**src/rtl/light_mode_scheduler_if.sv**
```systemverilog
// Light mode scheduler bus: groups the user controls and the display-side outputs.
//   btn_next        raw push-button, high = pressed (asynchronous, bouncing)
//   dir             step direction, 0 = increment, 1 = decrement
//   auto_en         1 = automatic mode cycling
//   pause           1 = freeze the auto dwell countdown
//   dwell_sel[1:0]  dwell-time select used at the next counter load
//   light_mode[1:0] pattern select for the running-light display
//   mode_strobe     one-cycle pulse in the cycle after each light_mode change
//   auto_active     high while in AUTO or PAUSED
//   dwell_remaining cycles left before the next auto advance, 0 in MANUAL
// master drives the controls, slave is the scheduler.
interface light_mode_scheduler_if;
    logic       btn_next;
    logic       dir;
    logic       auto_en;
    logic       pause;
    logic [1:0] dwell_sel;
    logic [1:0] light_mode;
    logic       mode_strobe;
    logic       auto_active;
    logic [8:0] dwell_remaining;

    modport master (
        output btn_next, dir, auto_en, pause, dwell_sel,
        input  light_mode, mode_strobe, auto_active, dwell_remaining
    );

    modport slave (
        input  btn_next, dir, auto_en, pause, dwell_sel,
        output light_mode, mode_strobe, auto_active, dwell_remaining
    );
endinterface

```
**src/rtl/light_mode_scheduler.sv**
```systemverilog
// Light mode scheduler: selects the running-light pattern either by debounced
// button presses or by timed automatic cycling with a selectable dwell time.
//   Clk  system clock, all state updates on its rising edge
//   Rst  asynchronous, active-high reset
//   bus  light_mode_scheduler_if.slave (controls in, display outputs out)
module light_mode_scheduler #(
    parameter int unsigned DEBOUNCE_CYCLES = 2,
    parameter int unsigned DWELL_T0        = 50,
    parameter int unsigned DWELL_T1        = 100,
    parameter int unsigned DWELL_T2        = 200,
    parameter int unsigned DWELL_T3        = 300
) (
    input logic                    Clk,
    input logic                    Rst,
    light_mode_scheduler_if.slave  bus
);

    localparam logic [1:0] ST_MANUAL = 2'd0;
    localparam logic [1:0] ST_AUTO   = 2'd1;
    localparam logic [1:0] ST_PAUSED = 2'd2;

    localparam logic [3:0] DEB_LAST = 4'(DEBOUNCE_CYCLES - 1);
    localparam logic [8:0] DWELL_0  = 9'(DWELL_T0);
    localparam logic [8:0] DWELL_1  = 9'(DWELL_T1);
    localparam logic [8:0] DWELL_2  = 9'(DWELL_T2);
    localparam logic [8:0] DWELL_3  = 9'(DWELL_T3);

    logic       sync_1, sync_2;
    logic       deb_level, deb_level_d;
    logic [3:0] stab_cnt, stab_cnt_d;
    logic [1:0] state, state_d;
    logic [8:0] dwell_cnt, dwell_cnt_d;
    logic [1:0] mode, mode_d;
    logic       strobe, active;

    logic       deb_accept;
    logic       press;
    logic       running;
    logic       expire;
    logic [8:0] reload_val;
    logic [1:0] stepped;

    // Debounce and press detection. The press is taken on the same edge the
    // debounced level flips, so light_mode moves together with it.
    always_comb begin
        deb_accept  = (sync_2 != deb_level) && (stab_cnt == DEB_LAST);
        press       = deb_accept && sync_2;
        deb_level_d = deb_accept ? sync_2 : deb_level;
        if (sync_2 == deb_level || deb_accept) begin
            stab_cnt_d = 4'd0;
        end else begin
            stab_cnt_d = stab_cnt + 4'd1;
        end
    end

    always_comb begin
        case (bus.dwell_sel)
            2'd0:    reload_val = DWELL_0;
            2'd1:    reload_val = DWELL_1;
            2'd2:    reload_val = DWELL_2;
            default: reload_val = DWELL_3;
        endcase
    end

    // Countdown runs only while in AUTO and the inputs still ask for AUTO, so
    // the edge entering or leaving PAUSED holds the count.
    always_comb begin
        stepped = bus.dir ? (mode - 2'd1) : (mode + 2'd1);
        running = (state == ST_AUTO) && bus.auto_en && !bus.pause;
        expire  = running && (dwell_cnt == 9'd1);

        state_d     = state;
        dwell_cnt_d = dwell_cnt;
        if (!bus.auto_en) begin
            state_d     = ST_MANUAL;
            dwell_cnt_d = 9'd0;
        end else begin
            state_d = bus.pause ? ST_PAUSED : ST_AUTO;
            if (state == ST_MANUAL || press || expire) begin
                dwell_cnt_d = reload_val;
            end else if (running) begin
                dwell_cnt_d = dwell_cnt - 9'd1;
            end
        end

        // Press and expiry on the same edge still give a single step.
        mode_d = (press || expire) ? stepped : mode;
    end

    always_ff @(posedge Clk or posedge Rst) begin
        if (Rst) begin
            sync_1    <= 1'b0;
            sync_2    <= 1'b0;
            deb_level <= 1'b0;
            stab_cnt  <= 4'd0;
            state     <= ST_MANUAL;
            dwell_cnt <= 9'd0;
            mode      <= 2'd0;
            strobe    <= 1'b0;
            active    <= 1'b0;
        end else begin
            sync_1    <= bus.btn_next;
            sync_2    <= sync_1;
            deb_level <= deb_level_d;
            stab_cnt  <= stab_cnt_d;
            state     <= state_d;
            dwell_cnt <= dwell_cnt_d;
            mode      <= mode_d;
            strobe    <= (mode_d != mode);
            active    <= (state_d != ST_MANUAL);
        end
    end

    assign bus.light_mode      = mode;
    assign bus.mode_strobe     = strobe;
    assign bus.auto_active     = active;
    assign bus.dwell_remaining = dwell_cnt;

endmodule

```
**src/flat_wrapper.sv**
```systemverilog
// flat-port wrapper written by rule: the top's interface ports become plain ports
module light_mode_scheduler_flat 
#(
    parameter int unsigned DEBOUNCE_CYCLES = 2,
    parameter int unsigned DWELL_T0        = 50,
    parameter int unsigned DWELL_T1        = 100,
    parameter int unsigned DWELL_T2        = 200,
    parameter int unsigned DWELL_T3        = 300
)
  (Clk, Rst, bus_btn_next, bus_dir, bus_auto_en, bus_pause, bus_dwell_sel, bus_light_mode, bus_mode_strobe, bus_auto_active, bus_dwell_remaining);
  light_mode_scheduler_if bus_i ();
  input logic Clk;
  input logic Rst;
  input wire logic [$bits(bus_i.btn_next)-1:0] bus_btn_next;
  input wire logic [$bits(bus_i.dir)-1:0] bus_dir;
  input wire logic [$bits(bus_i.auto_en)-1:0] bus_auto_en;
  input wire logic [$bits(bus_i.pause)-1:0] bus_pause;
  input wire logic [$bits(bus_i.dwell_sel)-1:0] bus_dwell_sel;
  output wire logic [$bits(bus_i.light_mode)-1:0] bus_light_mode;
  output wire logic [$bits(bus_i.mode_strobe)-1:0] bus_mode_strobe;
  output wire logic [$bits(bus_i.auto_active)-1:0] bus_auto_active;
  output wire logic [$bits(bus_i.dwell_remaining)-1:0] bus_dwell_remaining;
  assign bus_i.btn_next = bus_btn_next;
  assign bus_i.dir = bus_dir;
  assign bus_i.auto_en = bus_auto_en;
  assign bus_i.pause = bus_pause;
  assign bus_i.dwell_sel = bus_dwell_sel;
  assign bus_light_mode = bus_i.light_mode;
  assign bus_mode_strobe = bus_i.mode_strobe;
  assign bus_auto_active = bus_i.auto_active;
  assign bus_dwell_remaining = bus_i.dwell_remaining;
  light_mode_scheduler #(.DEBOUNCE_CYCLES(DEBOUNCE_CYCLES), .DWELL_T0(DWELL_T0), .DWELL_T1(DWELL_T1), .DWELL_T2(DWELL_T2), .DWELL_T3(DWELL_T3)) u_core (.Clk(Clk), .Rst(Rst), .bus(bus_i));
endmodule
```
**config.mk**
```make
export PLATFORM = sky130hd
export DESIGN_NAME = light_mode_scheduler_flat
export DESIGN_NICKNAME = d
export VERILOG_FILES = /design/src/rtl/light_mode_scheduler_if.sv /design/src/rtl/light_mode_scheduler.sv /design/src/flat_wrapper.sv
export SDC_FILE = /design/constraint.sdc
export NUM_CORES = 1
export LEC_CHECK = 0
export CAP_MARGIN = 20
export CELL_PAD_IN_SITES_DETAIL_PLACEMENT = 1
export CELL_PAD_IN_SITES_GLOBAL_PLACEMENT = 1
export CORE_ASPECT_RATIO = 0.6
export CORE_UTILIZATION = 44
export CTS_CLUSTER_DIAMETER = 200
export DETAILED_ROUTE_END_ITERATION = 6
export GPL_ROUTABILITY_DRIVEN = 0
export PLACE_DENSITY_LB_ADDON = 0.3
export SKIP_CTS_REPAIR_TIMING = 1
export SYNTH_ARGS = -nofsm -noshare
export SYNTH_HDL_FRONTEND = slang
export SYNTH_SLANG_ARGS = --single-unit
```
**constraint.sdc**
```tcl
create_clock -name Clk -period 3.7 [get_ports Clk]
set_input_delay 0.925 -clock Clk [delete_from_list [all_inputs] [get_ports Clk]]
set_output_delay 0.925 -clock Clk [all_outputs]
set_load 0.05 [all_outputs]
```
==> results.json <==
{
  "outcome": "complete, no violations",
  "whs_path_depth": 0,
  "period_share_pct": 68.4,
  "ys_seq_elements": 22,
  "endpoint_kind": "output pin",
  "seq_power_share_pct": 42.5,
  "groute.usage.overall_pct": 22.4,
  "slowest_stage": "clkdlybuf4s50_1",
  "regArea_um2": 551,
  "drive_above_1_share_pct": 9.45,
  "ys_seq_area_share_pct": 45.0,
  "yosys_warnings": 0,
  "critPathLaunchType": "register",
  "fillers": 285,
  "grt_pass1_vias": 943,
  "power_uw": 775,
  "yosysMostFrequentCell": "dfrtp_1",
  "rsz0062_at_grt": "no",
  "max_cap_violations": 0,
  "via_per_inst": 5.35,
  "multiInputGateArea_um2": 626,
  "netlist-cell-type-count": 34,
  "die_x_um": 70.0,
  "cts_tree": "built",
  "synthFlopType": "dfrtp_1",
  "wirelength_um": 2820,
  "port_buffers": 20,
  "syn-num-nets": 124,
  "dieArea_um2": 3000,
  "synth_edf_count": 0,
  "setup_violations": 0,
  "cts_max_path_buffers": 2,
  "row_count": 14,
  "synth.avg_cell_area_um2": 11.4,
  "diodes": 0,
  "r2r-end": "u_core.bus.dwell_remaining[8]",
  "cts_sinks": 22,
  "mappedNetlistArea_um2": 1220,
  "die_h_um": 42.8,
  "coreArea_um2": 2570,
  "grt_max_degree": 23,
  "r2r_start": "u_core.bus.dwell_remaining[1]",
  "p_int_uw": 469,
  "path_buf_inv": 1,
  "crit_path_max_fanout": 6,
  "synth_top_cell_by_area": "dfrtp_1",
  "drtAntennaViolNets": 0,
  "worstPathCellList": "clkdlybuf4s50_1",
  "route.detailed.drc": 0,
  "synthCells": 107,
  "tightest_slew_ns": 0.845,
  "clk_pin_slew_worst_paths_ns": 0.08,
  "power.static_leakage_nw": 0.657,
  "clkPwrFrac_pct": 18.9,
  "hold_violations": 0,
  "numCtsBuffers": 3,
  "synthArstFlopShare_pct": 100,
  "io_pins": 21,
  "cp_top_family": "buffers and inverters",
  "nets": 146,
  "fmax_ghz": 0.395,
  "peakVddDrop_mv": 0.227,
  "grt_pass1_wl_um": 5000,
  "dr.first_iter.drc_count": 23,
  "relSlewSlack_pct": 43.6,
  "grt-ovfl-total": 0,
  "switching_power_uw": 307,
  "skew_ns": 0.00356,
  "drt-pass1-iter-count": 4,
  "min_to": "u_core.sync_2",
  "antenna_found_initial": 0,
  "clock_latency_ns": 0.26,
  "vias": 851,
  "syn2layout_area_growth_pct": 21.4,
  "hpwl_um": 2050,
  "hold_path_class": "reg -> reg",
  "critPathKind": "reg -> out",
  "post_drt_wl_per_cell_um": 17.7,
  "switching_share_pct": 39.6,
  "yosysTopAreaCellShare_pct": 45.0,
  "powerDensity_nw_per_um2": 523,
  "p_comb_share_pct": 38.5,
  "synthTopCellsByArea": "dfrtp_1 (45%), ha_1 (9.2%), xor2_1 (7.2%)",
  "min_from": "u_core.sync_1",
  "worstRegToRegCells": 6,
  "maxSlewViolCount": 0,
  "arrival_ns": 1.61,
  "clockRootBuffer": "clkbuf_8",
  "htreeDepth": 1,
  "initial_utilization_pct": 47.5,
  "max_stage_delay_ns": 0.86,
  "synth_common_cells": "dfrtp_1 (22), xor2_1 (10), a211oi_1 (9), ha_1 (9), nor2_1 (8)",
  "tns_ns": 0,
  "min_period_ns": 2.53,
  "required_ns": 2.77,
  "reg2reg_slack_ns": 1.81
}
==> final cells by class <==
class	count	area share, %
inverters	7	1.77
clock buffers	3	2.78
multi-input cells	75	42.2
flip-flops and latches	22	37.1
well taps	32	2.70
repair buffers	20	13.5
==> cells in the final DEF (no fill, tap or decap), types with 2 or more instances in the layout <==
cell             Yosys  final
dfrtp_1             22     22
clkdlybuf4s50_1      0     20
xor2_1              10     10
a211oi_1             9      9
ha_1                 9      9
nor2_1               8      8
inv_1                7      7
a21oi_1              5      5
nand2_1              3      3
nand3_1              3      3
nand4_1              3      3
xnor2_1              3      3
clkbuf_8             0      3
nor2b_1              2      2
a21boi_0             2      2
==> state kept, by name (all words and copies together), names as in the netlist <==
name	count
u_core.bus.dwell_remaining	9
u_core.stab_cnt	4
u_core.bus.light_mode	2
u_core.state	2
u_core.bus.auto_active	1
u_core.bus.mode_strobe	1
u_core.deb_level	1
u_core.sync_1	1
u_core.sync_2	1
==> per-stage QoR <==
| step | util (%) | instance area [um2] | hold slack, ns | setup slack (ns) | cells |
|---|---|---|---|---|---|
| after floorplan | - | 1220 | 0.331 | 1.74 | 107 |
| after global placement | 56.0 | 1440 | 0.333 | 1.13 | 156 |
| after detailed placement | 56.0 | 1440 | 0.339 | 0.988 | 156 |
| after CTS | 57.6 | 1480 | 0.357 | 1.17 | 159 |
| after global routing | 57.6 | 1480 | 0.364 | 1.11 | 159 |
| final | 57.6 | 1480 | 0.354 | 1.17 | 159 |
==> worst max path at each step <==
stage,startpoint,to,slack (ns),cells after the start
final,u_core.bus.dwell_remaining[4],bus_dwell_remaining[4],1.17,1
after global routing,bus_auto_en,u_core.bus.dwell_remaining[8],1.11,5
after CTS,u_core.bus.dwell_remaining[4],bus_dwell_remaining[4],1.17,1
after detailed placement,bus_auto_en,u_core.bus.dwell_remaining[8],0.99,5
after global placement,bus_auto_en,u_core.bus.dwell_remaining[8],1.13,5
after floorplan,bus_pause,u_core.bus.dwell_remaining[5],1.74,5
==> per-layer routing <==
layer | up-vias | track usage [%] | wire, um
li1 | 415 | - | -
met1 | 412 | 32.6 | 1490
met2 | 22 | 34.2 | 1210
met3 | 2 | 6.18 | 115
met4 | 0 | 2.40 | 6
met5 | - | 0 | 0
==> kinds of logic (layout without fill, tap and decap cells) <==
logic type                 Yosys count  after routing  share of synthesized area [%]
and+or+nand+nor                     32             32                           19.5
buffers and inverters               10             30                           3.79
adders and majority gates            9              9                           9.21
AOI/OAI and AO/OA                   19             19                           11.4
DFF                                 22             22                           45.0
xor gates and xnor gates            13             13                           9.31
muxes                                2              2                           1.74
==> power groups by stage <==
stage	Clock [mW]	Combinational [mW]	Sequential, mW
2_1_floorplan	0	0.126	0.411
3_3_place_gp	0	0.288	0.330
3_5_place_dp	0	0.296	0.335
4_1_cts	0.153	0.300	0.330
5_1_grt	0.159	0.326	0.338
6_report	0.147	0.299	0.330
Note: power is estimated with default switching activity, not from simulation.
